--- config.mk ---
export PLATFORM = sky130hd
export DESIGN_NAME = decoder_scan_sequencer
export DESIGN_NICKNAME = d
export VERILOG_FILES = /design/src/rtl/decoder_scan_sequencer.sv
export SDC_FILE = /design/constraint.sdc
export NUM_CORES = 1
export LEC_CHECK = 0
export CAP_MARGIN = 25
export CORE_UTILIZATION = 40
export DETAILED_ROUTE_END_ITERATION = 10
export PLACE_DENSITY_LB_ADDON = 0.3
export SLEW_MARGIN = 0
export SYNTH_ARGS = -nofsm -noshare
export SYNTH_HDL_FRONTEND = slang
export SYNTH_SLANG_ARGS = --single-unit
export TNS_END_PERCENT = 20
--- constraint.sdc ---
create_clock -name clk -period 2.6 [get_ports clk]
set_input_delay 0.78 -clock clk [delete_from_list [all_inputs] [get_ports clk]]
set_output_delay 0.78 -clock clk [all_outputs]
set_load 0.05 [all_outputs]
--- src/rtl/decoder_scan_sequencer.sv ---
// Scan sequencer feeding an N-bit one-hot decoder.
// It steps index `a` from 0 to last_idx. Each index is held with `enable`
// high for D cycles, followed by BLANK cycles with `enable` low.
// It runs a single sweep or loops continuously. All outputs are registered.
module decoder_scan_sequencer #(
  parameter int N       = 3,
  parameter int DWELL_W = 8,
  parameter int BLANK   = 1
) (
  input  logic               clk,
  input  logic               reset_n,
  input  logic               start,
  input  logic               stop,
  input  logic               mode,
  input  logic [DWELL_W-1:0] dwell,
  input  logic [N-1:0]       last_idx,
  output logic [N-1:0]       a,
  output logic               enable,
  output logic               busy,
  output logic               done,
  output logic               wrap
);

  typedef enum logic [1:0] {S_IDLE, S_ACTIVE, S_BLANK} state_t;

  localparam logic [DWELL_W-1:0] DONE_ONE = DWELL_W'(1);
  localparam logic [7:0]         BLANK_L  = 8'(BLANK);

  state_t             state, state_n;
  logic [N-1:0]       a_n, last_q, last_n;
  logic               en_n, busy_n, done_n, wrap_n, mode_q, mode_n;
  logic [DWELL_W-1:0] dcnt, dcnt_n, d_q, d_n;
  logic [7:0]         bcnt, bcnt_n;
  logic               adv;

  // State, outputs and sweep parameters latched at start
  always_ff @(posedge clk or negedge reset_n) begin
    if (!reset_n) begin
      state  <= S_IDLE;
      a      <= '0;
      enable <= 1'b0;
      busy   <= 1'b0;
      done   <= 1'b0;
      wrap   <= 1'b0;
      dcnt   <= '0;
      bcnt   <= '0;
      mode_q <= 1'b0;
      last_q <= '0;
      d_q    <= DONE_ONE;
    end else begin
      state  <= state_n;
      a      <= a_n;
      enable <= en_n;
      busy   <= busy_n;
      done   <= done_n;
      wrap   <= wrap_n;
      dcnt   <= dcnt_n;
      bcnt   <= bcnt_n;
      mode_q <= mode_n;
      last_q <= last_n;
      d_q    <= d_n;
    end
  end

  // Next state, next outputs, and the dwell and blank counters.
  // dcnt and bcnt count the cycles already spent in the phase, starting at 1.
  always_comb begin
    state_n = state;
    a_n     = a;
    en_n    = enable;
    busy_n  = busy;
    done_n  = 1'b0;
    wrap_n  = 1'b0;
    dcnt_n  = dcnt;
    bcnt_n  = bcnt;
    mode_n  = mode_q;
    last_n  = last_q;
    d_n     = d_q;
    adv     = 1'b0;

    case (state)
      S_IDLE: begin
        a_n    = '0;
        en_n   = 1'b0;
        busy_n = 1'b0;
        dcnt_n = '0;
        bcnt_n = '0;
        // When start and stop coincide, stop wins.
        if (start && !stop) begin
          state_n = S_ACTIVE;
          mode_n  = mode;
          last_n  = last_idx;
          d_n     = (dwell == '0) ? DONE_ONE : dwell;
          en_n    = 1'b1;
          busy_n  = 1'b1;
          dcnt_n  = DONE_ONE;
        end
      end
      S_ACTIVE: begin
        if (dcnt == d_q) begin
          if (BLANK > 0) begin
            state_n = S_BLANK;
            en_n    = 1'b0;
            bcnt_n  = 8'd1;
          end else begin
            adv = 1'b1;
          end
        end else begin
          dcnt_n = dcnt + DONE_ONE;
        end
      end
      S_BLANK: begin
        if (bcnt == BLANK_L) adv = 1'b1;
        else                 bcnt_n = bcnt + 8'd1;
      end
      default: state_n = S_IDLE;
    endcase

    if (adv) begin
      if (a < last_q) begin
        a_n     = a + 1'b1;
        state_n = S_ACTIVE;
        en_n    = 1'b1;
        dcnt_n  = DONE_ONE;
      end else if (!mode_q) begin
        state_n = S_IDLE;
        a_n     = '0;
        en_n    = 1'b0;
        busy_n  = 1'b0;
        done_n  = 1'b1;
        dcnt_n  = '0;
        bcnt_n  = '0;
      end else begin
        a_n     = '0;
        state_n = S_ACTIVE;
        en_n    = 1'b1;
        wrap_n  = 1'b1;
        dcnt_n  = DONE_ONE;
      end
    end

    // An abort overrides any coincident advance, done or wrap.
    if (stop && state != S_IDLE) begin
      state_n = S_IDLE;
      a_n     = '0;
      en_n    = 1'b0;
      busy_n  = 1'b0;
      done_n  = 1'b0;
      wrap_n  = 1'b0;
      dcnt_n  = '0;
      bcnt_n  = '0;
    end
  end

endmodule

==> summary.txt, run 1 <==
Route
  – DR iter-0 viols: 62
  – Drt first pass iters: 4
  – Routed Antenna Nets: 0
  – Total Wirelength: 4200 um
  – Vias: 1621
  – DRC Markers: 0
  – DR WL/cell: 14.2 um
  – Vias per inst: 5.49

Global routing
  – Antenna violations before repair: 0
  – Global-route usage over all layers: 18.1%
  – Pin count of the biggest net entering global routing: 38
  – Vias in the first global route: 1649
  – First-pass GRT wire length: 7580 um
  – GR Overflow Total: 0

Setup path
  – Crit Path Max Fanout: 5
  – Crit-path max cell delay: 830 ps
  – Worst setup SP type: flop
  – Critical Path RT: 1820 ps
  – Slowest cell on crit path: clkdlybuf4s50_1
  – Critical Path, Cell by Cell: clkdlybuf4s50_1
  – WS Path Type: flop to primary output
  – Top delay family on crit path: buffers and inverters
  – Critical Path Sink Type: primary output
  – WP data arrival: 1540 ps
  – Worst path bufs/invs: 1

Pwr
  – Clock power frac: 34.8%
  – Pleak: 0.00104 uW
  – Int Power: 1090 uW
  – Psw: 409 uW
  – Power per cell area: 604 nW/um^2
  – Combinational Power Share: 18.8%
  – Sw Ratio: 27.3%
  – Worst vdd ir: 331 uV
  – Sequential share of power: 46.4%

Clock tree
  – Latest clock arrival within the worst-skew pair: 290 ps
  – Htree depth: 2
  – Max clock buf depth: 2
  – Root buf cell: clkbuf_8
  – Setup bufs post-CTS: 0
  – Post-CTS sizing: 0
  – Hold buffer count at cts: 0
  – Clock sinks: 37
  – CTS tree: yes
  – CTS buffer count: 5
  – Clock slew at the register clock pins of the worst setup and hold paths: 80 ps

Timing
  – Clk_skew: 8.63 ps
  – Final setup fails: 0
  – Final period util: 89.1%
  – Hold Vio Cnt, Final: 0
  – Max Slew Vio Count: 0
  – RSZ-0062 raised after global routing: no
  – Min Tclk post-route: 2320 ps
  – Fmax: 432 MHz
  – Slew at the pin closest to its max-slew limit: 825 ps
  – Relative slew margins: 45.0%
  – Setup TNS Final: 0 ps

Yosys
  – Post-synth EDFFs: 0
  – Syn Area/Cell: 10.3 um^2
  – Syn_nets: 225
  – Asr flop ratio synth: 100%
  – Flops & latches, synth: 37
  – Synth cell types: 51
  – Mapped Cells: 203
  – Post-synthesis sequential area ratio: 44.4%
  – Synth warn: 0
  – Most used DFF post-synth: dfrtp_1
  – Mapped Area: 2090 um^2

Job
  – Max-Cap Viols: 0

Finish
  – N_diodes: 0
  – Commonest non-fill, non-tap cell in the layout: dfrtp_1
  – Nets: 249
  – Fillers: 471
  – Final core occ: 50.9%
  – Layout cells sized above 1: 16.7%
  – Most frequent cells in the layout: dfrtp_1 (36), clkdlybuf4s50_1 (21), a21oi_1 (16), nand2_1 (14), nor2_1 (12)
  – Synth-to-layout area growth: 18.9%

Floorplan
  – DIE HEIGHT: 74.3 um
  – Initial core utilization: 42.8%
  – Die width: 74.3 um
  – Cell Rows: 25
  – Core area: 4880 um^2
  – Die area: 5520 um^2
  – Num ports: 23

Placement
  – RePlAce Congestion: 0.792
  – Port Buffers: 22
  – Placed wire-length estimate: 3020 um

Status
  – Result of the run: complete, no violations

Min path
  – Worst min path class: flop to flop
[metal layers]
| layer | global-route usage, % | up-vias | wire length, um |
|---|---|---|---|
| met5 | 0 | - | 0 |
| met4 | 6.08 | 0 | 31 |
| met3 | 4.47 | 4 | 128 |
| met2 | 31.1 | 29 | 2090 |
| met1 | 22.1 | 794 | 1950 |
| li1 | - | 794 | - |
[cells by family after synthesis]
| logic type | synth area share [%] |
|---|---|
| fa+ha+maj | 3.59 |
| compound gates | 16.9 |
| buf+inv | 4.25 |
| xor+xnor | 3.77 |
| mux | 6.41 |
| simple gates | 20.7 |
| flops | 44.4 |
[synth_stat cells, types with 2 or more instances]
cell type	n	area, um^2
nand4_2	2	25.0
nor2_1	12	45.0
nand3_1	9	45.0
mux2_2	11	124
a31oi_1	3	18.8
ha_1	6	75.1
a21o_1	2	15.0
inv_1	6	22.5
nor3b_1	2	15.0
a32o_1	3	30.0
nand2b_1	3	18.8
a41oi_1	2	17.5
buf_2	2	10.0
nand4_1	2	12.5
xnor2_1	8	70.1
or3_1	2	12.5
nand2_1	14	52.6
dfrtp_1	36	901
nor3_1	8	40.0
clkbuf_1	3	11.3
o21ai_0	8	40.0
o211a_1	3	30.0
a311oi_1	3	26.3
buf_6	4	45.0
a31o_1	2	17.5
a21oi_1	16	80.1
and3_1	7	43.8
[power groups by stage]
stage          sequential, uW  combinational [uW]  clock, uW
6_report                  696                 283        522
5_1_grt                   708                 314        566
4_1_cts                   696                 287        535
3_5_place_dp              708                 285          0
3_3_place_gp              706                 281          0
2_1_floorplan             707                 187          0
[flip-flops by register name, indices dropped and copies added, names as in the netlist]
signal and flops:
bcnt 8, d_q 8, a 3, done 1, busy 1, wrap 1
mode_q 1, enable 1, state 2, last_q 3, dcnt 8
[layout make-up]
type	count	area (um^2)	share of cell area, %
clock buffers	6	82.6	3.32
multi-input cells	151	1070	43.2
clock inverters	2	37.5	1.51
well taps	67	83.8	3.37
repair buffers	26	258	10.4
inverters	6	22.5	0.906
flip-flops and latches	37	927	37.3
[stage by stage]
| step | worst slack, ps | area [um^2] | cells | power [uW] | hold slack (ps) |
|---|---|---|---|---|---|
| 3_3_place_gp | 147 | 2360 | 287 | 987 | 496 |
| 5_1_grt | 207 | 2480 | 295 | 1590 | 554 |
| 4_1_cts | 274 | 2480 | 295 | 1520 | 520 |
| 6_report | 283 | 2480 | 295 | 1500 | 518 |
| 2_1_floorplan | 472 | 2090 | 203 | 894 | 482 |
| 3_5_place_dp | 140 | 2360 | 287 | 993 | 502 |
[worst paths after layout]
kind	startpoint	cells past startpoint	end	slack, ps
worst max-delay path	a[0]	1	a[0]	280
worst min-delay path	last_q[0]	1	last_q[0]	520
worst max register to register	bcnt[1]	7	dcnt[0]	590
worst min register to register	last_q[0]	1	last_q[0]	520
max in group asynchronous	reset_n	1	enable	1490
min in group asynchronous	reset_n	1	last_q[2]	580
Power figures use the tool's default switching activity.
==> run 2: changes to the inputs <==
- ABC_AREA: not set -> 1
==> run 2 against run 1 <==
Via count rose by 12%. Fmax fell by 0.45%. Clock skew fell by 1.8 ps. Worst hold slack got worse by 21 ps. Synthesized cell count rose by 36%. Critical endpoint is now a[2]. Highest routed layer unchanged.
==> summary.txt, run 2 <==
Timing
  – Min Tclk post-route: 2330 ps (was 2320 ps)
  – Setup TNS Final: 0 ps (unchanged)
  – Clk_skew: 6.87 ps (was 8.63 ps)
  – Relative slew margins: 45.6% (was 45.0%)
  – Final period util: 89.5% (was 89.1%)
  – Final setup fails: 0 (unchanged)
  – RSZ-0062 raised after global routing: no (unchanged)
  – Fmax: 430 MHz (was 432 MHz)
  – Slew at the pin closest to its max-slew limit: 817 ps (was 825 ps)
  – Max Slew Vio Count: 0 (unchanged)
  – Hold Vio Cnt, Final: 0 (unchanged)

Route
  – Drt first pass iters: 4 (unchanged)
  – DRC Markers: 0 (unchanged)
  – DR iter-0 viols: 74 (was 62)
  – Vias per inst: 4.82 (was 5.49)
  – Total Wirelength: 4300 um (was 4200 um)
  – DR WL/cell: 11.4 um (was 14.2 um)
  – Vias: 1813 (was 1621)
  – Routed Antenna Nets: 0 (unchanged)

Setup path
  – Crit Path Max Fanout: 4 (was 5)
  – Top delay family on crit path: buffers and inverters (unchanged)
  – Critical Path Sink Type: primary output (unchanged)
  – WP data arrival: 1550 ps (was 1540 ps)
  – Slowest cell on crit path: clkdlybuf4s50_1 (unchanged)
  – Critical Path, Cell by Cell: clkdlybuf4s50_1 (unchanged)
  – Crit-path max cell delay: 830 ps (about the same)
  – WS Path Type: flop to primary output (unchanged)
  – Critical Path RT: 1820 ps (about the same)
  – Worst path bufs/invs: 1 (unchanged)
  – Worst setup SP type: flop (unchanged)

Global routing
  – Busiest grt layer: met2 (unchanged)
  – Global-route usage over all layers: 17.4% (was 18.1%)
  – Pin count of the biggest net entering global routing: 38 (unchanged)
  – M3 GR Usage: 5.62% (was 4.47%)
  – Met2 global-route usage: 26.4% (was 31.1%)
  – M1 GR Usage: 24.2% (was 22.1%)
  – Vias in the first global route: 1556 (was 1649)
  – GR Overflow Total: 0 (unchanged)
  – First-pass GRT wire length: 7210 um (was 7580 um)
  – Antenna violations before repair: 0 (unchanged)

Finish
  – Commonest non-fill, non-tap cell in the layout: nand2_1 (was dfrtp_1)
  – Most frequent cells in the layout: nand2_1 (78), dfrtp_1 (36), nor2_1 (29), inv_1 (28) (was dfrtp_1 (36), clkdlybuf4s50_1 (21), a21oi_1 (16), nand2_1 (14), nor2_1 (12))
  – Synth-to-layout area growth: 18.3% (was 18.9%)
  – Fillers: 524 (was 471)
  – N_diodes: 0 (unchanged)
  – Final core occ: 49.3% (was 50.9%)
  – Top flop regs: bcnt x8, d_q x8, dcnt x8 (unchanged)
  – Nets: 327 (was 249)
  – Final Cell Area: 2530 um^2 (was 2480 um^2)
  – Layout cells sized above 1: 14.4% (was 16.7%)

Yosys
  – Mapped Cells: 276 (was 203)
  – Most common library cells after synthesis: nand2_1 (78), dfrtp_1 (36), nor2_1 (29) (was dfrtp_1 (36), a21oi_1 (16), nand2_1 (14))
  – Syn_nets: 298 (was 225)
  – Post-synthesis sequential area ratio: 43.3% (was 44.4%)
  – Mapped Area: 2140 um^2 (was 2090 um^2)
  – Asr flop ratio synth: 100% (unchanged)
  – Syn Area/Cell: 7.76 um^2 (was 10.3 um^2)
  – Cell taking the most area after synthesis: dfrtp_1 (unchanged)
  – Area contributors post-synth: dfrtp_1 (42%), nand2_1 (14%), nor2_1 (5.1%) (was dfrtp_1 (43%), mux2_2 (5.9%), a21oi_1 (3.8%))
  – Synth cell types: 31 (was 51)
  – Area share of the largest cell type after synthesis: 42.1% (was 43.1%)
  – Count leader, synth: nand2_1 (was dfrtp_1)
  – Most used DFF post-synth: dfrtp_1 (unchanged)
  – Flops & latches, synth: 37 (unchanged)
  – Synth warn: 0 (unchanged)
  – Post-synth EDFFs: 0 (unchanged)

Placement
  – Placed wire-length estimate: 3260 um (was 3020 um)
  – RePlAce Congestion: 0.779 (was 0.792)
  – Port Buffers: 22 (unchanged)
  – Cell area after placement: 2440 um^2 (was 2360 um^2)

Clock tree
  – Setup bufs post-CTS: 0 (unchanged)
  – Latest clock arrival within the worst-skew pair: 290 ps (about the same)
  – Max clock buf depth: 2 (unchanged)
  – Clock slew at the register clock pins of the worst setup and hold paths: 80 ps (about the same)
  – Hold buffer count at cts: 0 (unchanged)
  – CTS tree: yes (unchanged)
  – Clock sinks: 37 (unchanged)
  – Root buf cell: clkbuf_8 (unchanged)
  – CTS buffer count: 5 (unchanged)
  – Post-CTS sizing: 0 (unchanged)
  – Htree depth: 2 (unchanged)

Floorplan
  – Die area: 5650 um^2 (was 5520 um^2)
  – Cell Rows: 26 (was 25)
  – Core area: 5140 um^2 (was 4880 um^2)
  – Num ports: 23 (unchanged)
  – Die width: 75.2 um (was 74.3 um)
  – Initial core utilization: 41.7% (was 42.8%)
  – DIE HEIGHT: 75.2 um (was 74.3 um)

Pwr
  – Power per cell area: 525 nW/um^2 (was 604 nW/um^2)
  – Worst vdd ir: 275 uV (was 331 uV)
  – Pleak: 0.00124 uW (was 0.00104 uW)

Min path
  – Worst min path class: flop to flop (unchanged)

Status
  – Result of the run: complete, no violations (unchanged)

Job
  – Max-Cap Viols: 0 (unchanged)
[run 2: cell count changes in the layout (fill, tap and decap cells not counted), sizes merged, moves of 4 or more]
cell,delta
and3,-7
inv,+30
mux2,-9
nand2,+70
nand2b,-4
nand3,+13
nor2,+20
nor3,-6
o21ai,+5
xnor2,-4
[run 2: tightest hold or removal path: stages (launching register included)]
cell,delay [ps]
dfstp_2,370
inv_1,60
a21oi_1,60
[run 2: path summary, 6_finish.rpt]
check                      depth (start not counted)    start  slack, ps       to
min reg2reg                                        2   d_q[0]        500   d_q[0]
min                                                2   d_q[0]        500   d_q[0]
max                                                1     a[2]        270     a[2]
max in group asynchronous                          1  reset_n       1510  bcnt[6]
max reg2reg                                       11  bcnt[1]        860   enable
min in group asynchronous                          1  reset_n        580  bcnt[1]
[run 2: stage by stage]
step	hold slack (ps)	std cells	total power, uW	worst slack [ps]
detailed placement	490	368	935	317
CTS	502	376	1350	254
global placement	488	368	930	319
floorplan	462	276	841	948
finish	497	376	1330	273
global route	529	376	1420	204
[run 2: cell type report]
cell class / instances / area [um^2] / share of cell area (%)
clock buffer: 5 / 68.8 / 2.72
clock inverter: 3 / 21.3 / 0.840
inverter: 35 / 131 / 5.19
multi-input combinational: 201 / 1060 / 41.8
sequential: 37 / 927 / 36.6
tap: 70 / 87.6 / 3.46
timing repair buffer: 25 / 238 / 9.39
[run 2: report_power, final]
part / switching, uW / leakage, uW / internal [uW] / total, uW
combinational: 152 / 0.000708 / 98.8 / 250
clock: 220 / 0.0000445 / 190 / 411
sequential: 39.1 / 0.000483 / 631 / 670
total: 411 / 0.00124 / 920 / 1330
[run 2: metal layers]
metal  routed length, um  vias to the layer above
li1                    -                      944
met1                2090                      830
met2                1980                       37
met3                 200                        2
met4                  35                        0
met5                   0                        -
[run 2: kinds of logic (layout without fill, tap and decap cells)]
group,after synthesis,in the layout,share of synthesized area [%]
AOI/OAI and AO/OA,32,32,9.47
xor gates and xnor gates,7,7,2.86
adders and majority gates,6,6,3.51
buffers and inverters,38,68,7.25
DFF,37,37,43.3
muxes,2,2,1.05
and+or+nand+nor,154,154,32.6
==> run 3: changes to the inputs <==
- CTS_CLUSTER_DIAMETER: not set -> 50
- DONT_BUFFER_PORTS: not set -> 1
==> run 3 against run 2 <==
Worst hold slack worse by 320 ps. Via count is 5.4% lower. Utilization is 4.0 points lower. Register-to-register slack worse by 90 ps. Sequential share of layout area is 3.2 points higher. Final area is 8.1% lower. Sequential cell count stayed put. Clock power is 27% higher. Combinational power is 27% lower. Routed wire length is 2.4% lower. Non-clock buffer count is 24 lower. Clock-buffer cell count is 2 higher. Largest power group unchanged.
==> summary.txt, run 3 (synthesis results as in run 2) <==
Status
  – Result of the run: complete, no violations (unchanged)

Timing
  – Setup TNS Final: 0 ps (unchanged)
  – Final setup fails: 0 (unchanged)
  – Min Tclk post-route: 1830 ps (was 2330 ps)
  – Fin Hold WS: 176 ps (was 497 ps)
  – Relative slew margins: 63.0% (was 45.6%)
  – Slew at the pin closest to its max-slew limit: 555 ps (was 817 ps)
  – Max Slew Vio Count: 0 (unchanged)
  – Hold Vio Cnt, Final: 0 (unchanged)
  – Clk_skew: 6.70 ps (was 6.87 ps)
  – RSZ-0062 raised after global routing: no (unchanged)
  – Fmax: 547 MHz (was 430 MHz)
  – Final period util: 70.3% (was 89.5%)

Clock tree
  – Max clock buf depth: 2 (unchanged)
  – CTS tree: yes (unchanged)
  – Root buf cell: clkbuf_8 (unchanged)
  – Htree depth: 2 (unchanged)
  – Latest clock arrival within the worst-skew pair: 290 ps (about the same)
  – Post-CTS sizing: 0 (unchanged)
  – Setup bufs post-CTS: 0 (unchanged)
  – CTS buffer count: 5 (unchanged)
  – Clock slew at the register clock pins of the worst setup and hold paths: 80 ps (about the same)
  – Hold buffer count at cts: 0 (unchanged)
  – Clock sinks: 37 (unchanged)

Route
  – Vias: 1716 (was 1813)
  – DRC Markers: 0 (unchanged)
  – Vias per inst: 4.88 (was 4.82)
  – Drt first pass iters: 4 (unchanged)
  – Total Wirelength: 4200 um (was 4300 um)
  – DR WL/cell: 11.9 um (was 11.4 um)
  – DR iter-0 viols: 67 (was 74)
  – Routed Antenna Nets: 0 (unchanged)

Floorplan
  – DIE HEIGHT: 75.2 um (unchanged)
  – Die area: 5650 um^2 (unchanged)
  – Die width: 75.2 um (unchanged)
  – Core area: 5140 um^2 (unchanged)
  – Cell Rows: 26 (unchanged)
  – Initial core utilization: 41.7% (unchanged)
  – Num ports: 23 (unchanged)

Finish
  – Most frequent cells in the layout: nand2_1 (78), dfrtp_1 (36), nor2_1 (29), inv_1 (28), nand3_1 (21) (was nand2_1 (78), dfrtp_1 (36), nor2_1 (29), inv_1 (28))
  – Layout cells sized above 1: 14.2% (was 14.4%)
  – Synth-to-layout area growth: 8.77% (was 18.3%)
  – N_diodes: 0 (unchanged)
  – Nets: 303 (was 327)
  – Top flop regs: bcnt x8, d_q x8, dcnt x8 (unchanged)
  – Commonest non-fill, non-tap cell in the layout: nand2_1 (unchanged)

Placement
  – Port Buffers: 0 (was 22)
  – RePlAce Congestion: 0.753 (was 0.779)
  – Placed wire-length estimate: 3130 um (was 3260 um)

Setup path
  – R2R Path Start: a[2] (was bcnt[1])
  – Critical Path RT: 2830 ps (was 1820 ps)
  – WS Path Type: flop to flop (was flop to primary output)
  – Worst r2r dst: state[0] (was enable)
  – Worst R2R Setup Slack: 770 ps (was 860 ps)
  – Worst setup SP type: flop (unchanged)
  – Worst reg2reg path depth: 8 (was 11)
  – WP data arrival: 2050 ps (was 1550 ps)
  – Crit Path Max Fanout: 5 (was 4)
  – Critical Path Sink Type: flop (was primary output)

Global routing
  – First-pass GRT wire length: 7520 um (was 7210 um)
  – Vias in the first global route: 1618 (was 1556)
  – GR Overflow Total: 0 (unchanged)
  – Global-route usage over all layers: 17.7% (was 17.4%)
  – Pin count of the biggest net entering global routing: 38 (unchanged)
  – Antenna violations before repair: 0 (unchanged)

Min path
  – Worst min path class: input port to asynchronous set/reset pin (was flop to flop)

Pwr
  – Power per cell area: 598 nW/um^2 (was 525 nW/um^2)
  – Worst vdd ir: 329 uV (was 275 uV)
  – Pleak: 0.00116 uW (was 0.00124 uW)

Job
  – Max-Cap Viols: 0 (unchanged)
[run 3: critical path: stages, from the launching register on]
cell and delay (ps):
dfrtp_1 700, ha_1 340, a21oi_1 130, nand2_1 130, nand3_2 130, nand2_2 90, inv_2 70, nand4_1 100
nand2_1 80
[run 3: worst max-delay path by stage]
stage                     depth (start not counted)  startpoint        end  slack [ps]
final                                             8        a[2]   state[0]         770
after detailed placement                          7        stop  last_q[2]         690
after global routing                              8        a[2]     enable         640
after global placement                            7        stop     d_q[1]         720
after CTS                                         8        a[2]     enable         770
after floorplan                                   8        a[2]   state[0]         950
[run 3: metal layers]
metal	wire length (um)	vias to the layer above	track usage, %
li1	-	898	-
met1	2020	782	23.4
met2	1910	30	29.0
met3	229	6	4.69
met4	42	0	4.32
met5	0	-	0
[run 3: cell type report]
class / count / area (um^2)
multi-input cells: 201 / 1060
flip-flops and latches: 37 / 927
well taps: 70 / 87.6
clock buffers: 7 / 86.3
fillers: 535 / 2810
inverters: 35 / 131
clock inverters: 1 / 30.0
repair buffers: 1 / 7.51
[run 3: report_power, final]
group / leakage [uW] / internal, uW / switching (uW)
Combinational: 0.000615 / 69.1 / 114
Clock: 0.0000585 / 313 / 208
Sequential: 0.000483 / 631 / 58.8
Total: 0.00116 / 1010 / 381
[run 3: per-stage QoR]
stage	area (um^2)	power [uW]	setup WS [ps]	util, %	std cells
floorplan	2140	841	948	-	276
global placement	2210	879	723	43.0	344
detailed placement	2210	886	687	43.0	344
CTS	2330	1410	768	45.3	352
global route	2330	1470	639	45.3	352
finish	2330	1390	773	45.3	352
